===== config.mk =====
export PLATFORM = sky130hd
export DESIGN_NAME = addr_ctlr
export DESIGN_NICKNAME = d
export VERILOG_FILES = /design/src/rtl/addr_ctlr.sv
export SDC_FILE = /design/constraint.sdc
export NUM_CORES = 1
export LEC_CHECK = 0
export CAP_MARGIN = 20
export CORE_MARGIN = 2
export CORE_UTILIZATION = 54
export CTS_BUF_LIST = sky130_fd_sc_hd__clkbuf_4 sky130_fd_sc_hd__clkbuf_8
export DETAILED_ROUTE_END_ITERATION = 8
export PLACE_DENSITY = 0.93
export SYNTH_ARGS = -nofsm -noshare
export SYNTH_HDL_FRONTEND = slang
export SYNTH_SLANG_ARGS = --single-unit

===== constraint.sdc =====
create_clock -name AC_PClk -period 2.46 [get_ports AC_PClk]
set_input_delay 0.615 -clock AC_PClk [delete_from_list [all_inputs] [get_ports AC_PClk]]
set_output_delay 0.615 -clock AC_PClk [all_outputs]
set_load 0.02 [all_outputs]

===== src/rtl/addr_ctlr.sv =====
// Address controller for the SDIO CPLD: byte-wise loading of the card address and
// transfer count from the state controller's strobes, then per-access stepping.
module addr_ctlr #(
  parameter int unsigned ADDR_W = 24,
  parameter int unsigned CNT_W  = 16
) (
  input  logic              AC_PClk,
  input  logic              AC_Reset,
  input  logic [7:0]        AC_Data_Bus,
  input  logic              AC_StrbN,
  input  logic [2:0]        AC_BSel,
  input  logic              AC_Addr_Inc,
  input  logic              AC_Access,
  output logic [ADDR_W-1:0] AC_Addr,
  output logic [CNT_W-1:0]  AC_Count,
  output logic              AC_Busy,
  output logic              AC_Done
);

  localparam int unsigned HI_W = ADDR_W - 16;

  localparam logic [2:0] BANK_ADDR0 = 3'd0;
  localparam logic [2:0] BANK_ADDR1 = 3'd1;
  localparam logic [2:0] BANK_ADDR2 = 3'd2;
  localparam logic [2:0] BANK_CNT0  = 3'd3;
  localparam logic [2:0] BANK_CNT1  = 3'd4;
  localparam logic [2:0] BANK_START = 3'd5;
  localparam logic [2:0] BANK_ABORT = 3'd6;

  typedef enum logic [1:0] {
    ST_IDLE   = 2'd0,
    ST_ACTIVE = 2'd1,
    ST_DONE   = 2'd2
  } state_t;

  state_t            state_q;
  state_t            state_nxt;
  logic              busy_q;
  logic              done_q;
  logic              busy_d;
  logic              done_d;
  logic              strb_q;
  logic [ADDR_W-1:0] addr_q;
  logic [CNT_W-1:0]  count_q;

  logic load_c;
  logic wr_en_c;
  logic start_c;
  logic abort_c;
  logic step_c;
  logic last_c;

  // Strobe edge detect and command decode
  always_comb begin
    load_c  = strb_q & ~AC_StrbN;
    wr_en_c = load_c && (AC_BSel <= BANK_CNT1) && (state_q != ST_ACTIVE);
    start_c = load_c && (AC_BSel == BANK_START);
    abort_c = load_c && (AC_BSel == BANK_ABORT);
    step_c  = (state_q == ST_ACTIVE) && AC_Access && !abort_c && (count_q != '0);
    last_c  = step_c && (count_q == CNT_W'(1));
  end

  // State register plus registered status outputs
  always_ff @(posedge AC_PClk) begin
    if (AC_Reset) begin
      state_q <= ST_IDLE;
      busy_q  <= 1'b0;
      done_q  <= 1'b0;
    end else begin
      state_q <= state_nxt;
      busy_q  <= busy_d;
      done_q  <= done_d;
    end
  end

  // Next-state logic
  always_comb begin
    state_nxt = state_q;
    case (state_q)
      ST_IDLE, ST_DONE: begin
        if (start_c) begin
          state_nxt = (count_q != '0) ? ST_ACTIVE : ST_DONE;
        end else if (abort_c) begin
          state_nxt = ST_IDLE;
        end
      end
      ST_ACTIVE: begin
        if (abort_c) begin
          state_nxt = ST_IDLE;
        end else if (last_c) begin
          state_nxt = ST_DONE;
        end
      end
      default: state_nxt = ST_IDLE;
    endcase
  end

  // Status outputs follow the upcoming state so they land with it
  always_comb begin
    busy_d = 1'b0;
    done_d = 1'b0;
    case (state_nxt)
      ST_ACTIVE: busy_d = 1'b1;
      ST_DONE:   done_d = 1'b1;
      default: begin
        busy_d = 1'b0;
        done_d = 1'b0;
      end
    endcase
  end

  // Strobe history, address and count registers
  always_ff @(posedge AC_PClk) begin
    if (AC_Reset) begin
      strb_q  <= 1'b1;
      addr_q  <= '0;
      count_q <= '0;
    end else begin
      strb_q <= AC_StrbN;
      if (wr_en_c) begin
        case (AC_BSel)
          BANK_ADDR0: addr_q[7:0]        <= AC_Data_Bus;
          BANK_ADDR1: addr_q[15:8]       <= AC_Data_Bus;
          BANK_ADDR2: addr_q[ADDR_W-1:16] <= AC_Data_Bus[HI_W-1:0];
          BANK_CNT0:  count_q[7:0]       <= AC_Data_Bus;
          BANK_CNT1:  count_q[15:8]      <= AC_Data_Bus;
          default: ;
        endcase
      end else if (step_c) begin
        count_q <= count_q - CNT_W'(1);
        if (AC_Addr_Inc) begin
          addr_q <= addr_q + ADDR_W'(1);
        end
      end
    end
  end

  assign AC_Addr  = addr_q;
  assign AC_Count = count_q;
  assign AC_Busy  = busy_q;
  assign AC_Done  = done_q;

endmodule


* After elaboration in Yosys (flattened, before gate mapping) *
Index checks and enable logic that the tools add are counted.
W data, S select, Z words.

word-level totals
  bits of input ports = 16
  logic and storage cells = 69
  output and inout bits = 42
  register bits after elaboration = 45

operators by class
  magnitude comparators = 1
  $add $sub $neg = 2
  bitwise logic cells = 2
  equal/unequal tests = 17
  mux-type cells = 18
  reduce and logical (&&, ||, !) cells = 20

operators with widths
  cell                     number
  $mux W24                 3
  $mux W8                  5
  $mux W16                 2
  $add A24 B1 Y24 const B  1
  $eq A16 B1 Y1 const B    1
  $reduce_bool A16 Y1      1
  $sub A16 B1 Y16 const B  1
  $ne A2 B1 Y1 const B     6
  $mux W2                  5
  $eq A3 B3 Y1 const B     3
  $reduce_and A3 Y1        3
  $logic_and A1 B1 Y1      8
  $eq A3 B2 Y1 const B     2
  $eq A2 B1 Y1 const B     2
  $eq A2 B2 Y1 const B     2
  $pmux W2 S2              1
  $reduce_and A2 Y1        2
  $reduce_bool A2 Y1       2
  $eq A3 B1 Y1 const B     1
  $le A3 B3 Y1 const B     1
  $logic_not A3 Y1         1
  $logic_not A2 Y1         1
  $mux W1                  2
  $reduce_or A2 Y1         1
  3 further kinds          3

* Depth between registers and ports, before layout *
  word-level depth = 12
  gate-level depth with buffers = 8
  mapped depth without buffers = 7

* Worst setup path before layout *
OpenSTA, ideal clock, no wires.

  kind = in2reg
  start = in AC_BSel[1]
  end = reg addr_q[15], in the netlist AC_Addr[15]
  stages on the path = 7
  buffers on the path = 2
  arrival time = 2.113 ns
  setup slack = 0.259 ns
  library setup time = 0.088 ns
  data required time = 2.372 ns
  path through = o21ai_2 and3_1 buf_2 or4_1 buf_2 o41a_1 o32ai_2

on the way
  longest elaborated chain between the ends = 7
  elaborated cells on any way between the ends = 14
  those cells by class = order compare: 1; eq/ne: 3; mux: 1; reduce/logical: 9

ends and longest elaborated chain
  what                                                                  RTL line  source
  from (decl)                                                           11        input logic [2:0] AC_BSel,
  parallel branches: the longest is 7 deep, another holds $le A3 B3 Y1  -
  to (signal assigned)                                                  123       BANK_ADDR1: addr_q[15:8] <= AC_Data_Bus;
  to (signal, indexed assignment)                                       124       BANK_ADDR2: addr_q[ADDR_W-1:16] <= AC_Data_Bus[HI_W-1:0];
  to (signal assigned)                                                  132       addr_q <= addr_q + ADDR_W'(1);
  to (decl)                                                             43        logic [ADDR_W-1:0] addr_q;

Several ways; the timed one is not identified.
A chain may end at the register's enable or synchronous reset.

* Worst setup path in the final report *
  start = in AC_BSel[1]
  end = reg addr_q[13], in the netlist AC_Addr[13]

The elaborated chain is that of the path after synthesis.

==> results.json <==
{
  "cts_tree": "built",
  "relSlewSlack_pct": 46.53,
  "nFillCells": 383,
  "vias": 3695,
  "grt_overflow": 0,
  "worstPathArrival_ns": 2.61,
  "synth-main-ff-cell": "dfxtp_1",
  "total_power_mw": 1.782,
  "antenna_left": 0,
  "dp.cells": 527,
  "gp_congestion": 0.9961,
  "antenna_found_initial": 0,
  "clk_latency_ns": 0.32,
  "post_cts_buffers": 0,
  "grt_pass1_vias": 3316,
  "yosys-top-cells-count": "dfxtp_1 (45), o21ai_0 (43), a21oi_1 (39)",
  "drt_iter0_drc": 439,
  "critPathKind": "in -> reg",
  "cp-start-kind": "input port",
  "ir_drop_mv": 0.3243,
  "final_cells": 535,
  "syn_area_um2": 2928,
  "cp-end-kind": "register",
  "worstHoldPathType": "reg -> reg",
  "synth_top_area_share_pct": 30.77,
  "synth_most_common_cell": "dfxtp_1",
  "drc": 0,
  "max_freq_ghz": 0.4191,
  "drt_wl_total_um": 9911,
  "chipHeight_um": 77.64,
  "nets": 483,
  "clockBufferDepth": 2,
  "viasPerCell": 6.907,
  "async_reset_ff_share_pct": 0,
  "syn-num-nets": 410,
  "cp_cell_sequence": "clkdlybuf4s50_1 -> o21ai_2 -> and3_1 -> or4_4 -> buf_4 -> o31a_1 -> o31ai_1",
  "area_delta_synth_final_pct": 32.26,
  "io_pins": 58,
  "critPathMaxStageDelay_ns": 0.57,
  "cp_data_required_time_ns": 2.68,
  "powerDensity_nw_per_um2": 460.1,
  "fp-row-count": 26,
  "first_pass_iters": 5,
  "grt_max_degree": 34,
  "cts_max_level": 2,
  "status": "finished clean",
  "final_max_slew_viol_count": 0,
  "cts_hold_buf": 0,
  "core_um2": 5172,
  "rsz0062_at_grt": "no",
  "dieArea_um2": 6027,
  "diodes": 0,
  "fin_crit_ns": 2.386,
  "setup_ws_ns": 0.07419,
  "port_buffers": 57,
  "synth_warnings": 0,
  "tightest_slew_ns": 0.8011,
  "fin_crit_sh_pct": 96.98,
  "synth_seq_area_share_pct": 30.77,
  "crit_slowest_cell": "or4_4",
  "clkSinkCount": 45,
  "grt_pass1_wl_um": 15870,
  "synth_top_area_cell": "dfxtp_1",
  "synth_enable_flop_cells": 0,
  "finalSetupViolCount": 0,
  "globalRouteTotalUtil_pct": 32.45,
  "start_util_pct": 56.60,
  "avgRoutedWirePerCell_um": 18.53,
  "synth.distinct_cells": 55,
  "leakagePower_nw": 1.280,
  "drive_gt1_share_pct": 11.61,
  "numCtsBuffers": 5,
  "hpwl_um": 6834,
  "yosys-top-cells-area": "dfxtp_1 (31%), o21ai_0 (7.4%), a21oi_1 (6.7%), nor2_1 (3.7%), nand2_1 (3.5%)",
  "synth.avg_cell_area_um2": 7.488,
  "cts_root_buf": "clkbuf_8",
  "synth-seq-cells": 45,
  "pre_cts_ws_ns": -0.2504,
  "path_clk_slew_ns": 0.09,
  "hold_violations": 0,
  "maxCapViolCount": 0,
  "die_x_um": 77.64,
  "worst-path-max-fanout": 4,
  "fin_skew_ns": 0.01415,
  "syn_inst": 391
}
cell type report:
class                      count  area [um2]  share of cell area [%]
multi-input combinational    314        1906                   49.21
sequential                    45       900.9                   23.26
timing repair buffer          90       833.3                   21.52
tap                           70       87.58                   2.262
clock buffer                   5       68.82                   1.777
clock inverter                 3       46.29                   1.195
inverter                       8       30.03                  0.7754
worst max-delay path: cells and delay by family:
kind / cells / cell delay [ns]
AND/OR/NAND/NOR: 2 / 0.80
buffers and inverters: 2 / 0.66
AO/OA/AOI/OAI: 3 / 0.53
kinds of logic after synthesis:
family	synth area share, %
and+or+nand+nor	28.80
DFF	30.77
AOI/OAI and AO/OA	34.79
buffers and inverters	4.359
adders and majority gates	1.282
worst paths after layout:
check,cells after the start,slack (ns),from,endpoint
setup reg to reg,5,0.27,AC_Count[10],state_q[0]
hold reg to reg,2,0.52,AC_Count[4],AC_Count[4]
hold / removal,2,0.52,AC_Count[4],AC_Count[4]
setup / recovery,7,0.07,AC_BSel[1],AC_Addr[13]
state kept, by name, summed over array words and instances, names as in the netlist:
name and cells:
state_q 2, strb_q 1, AC_Busy 1, AC_Count 16, AC_Addr 24, AC_Done 1
per-layer routing:
metal / vias up / routed length (um) / global-route usage, %
li1: 1647 / - / -
met1: 1687 / 3720 / 39.68
met2: 302 / 4663 / 54.66
met3: 59 / 1153 / 8.140
met4: 0 / 374 / 12.32
met5: - / 0 / 0
placed cells by master (no fill, tap or decap), types with 13 or more instances in the layout:
cell type         n
clkdlybuf4s50_1  56
nor2_1           28
o211ai_1         13
nor3_1           14
dfxtp_1          45
nand2_1          27
o21ai_0          43
buf_4            32
a21oi_1          39
nand4_1          14
power breakdown:
group | internal [mW] | switching, mW
registers | 0.743 | 0.0209
clock network | 0.304 | 0.287
logic | 0.180 | 0.246
repair_timing:
item | CTS | global route
gates cloned | 0 | 0
pin swaps | 0 | 0
gates resized for setup | 1 | 2
endpoints found under the setup margin | 1 | 4
endpoints found under the hold margin | 0 | 0
through the flow:
stage	TNS (ns)	hold WS, ns	utilization, %	cell area [um2]
after floorplan	0	0.5693	-	2928
after global placement	-2.685	0.4974	72.47	3749
after detailed placement	-3.921	0.5016	72.47	3749
after global routing	0	0.5503	74.87	3872
after CTS	0	0.5129	74.77	3867
final	0	0.5159	74.87	3872
Note: power is estimated with default switching activity, not from simulation.
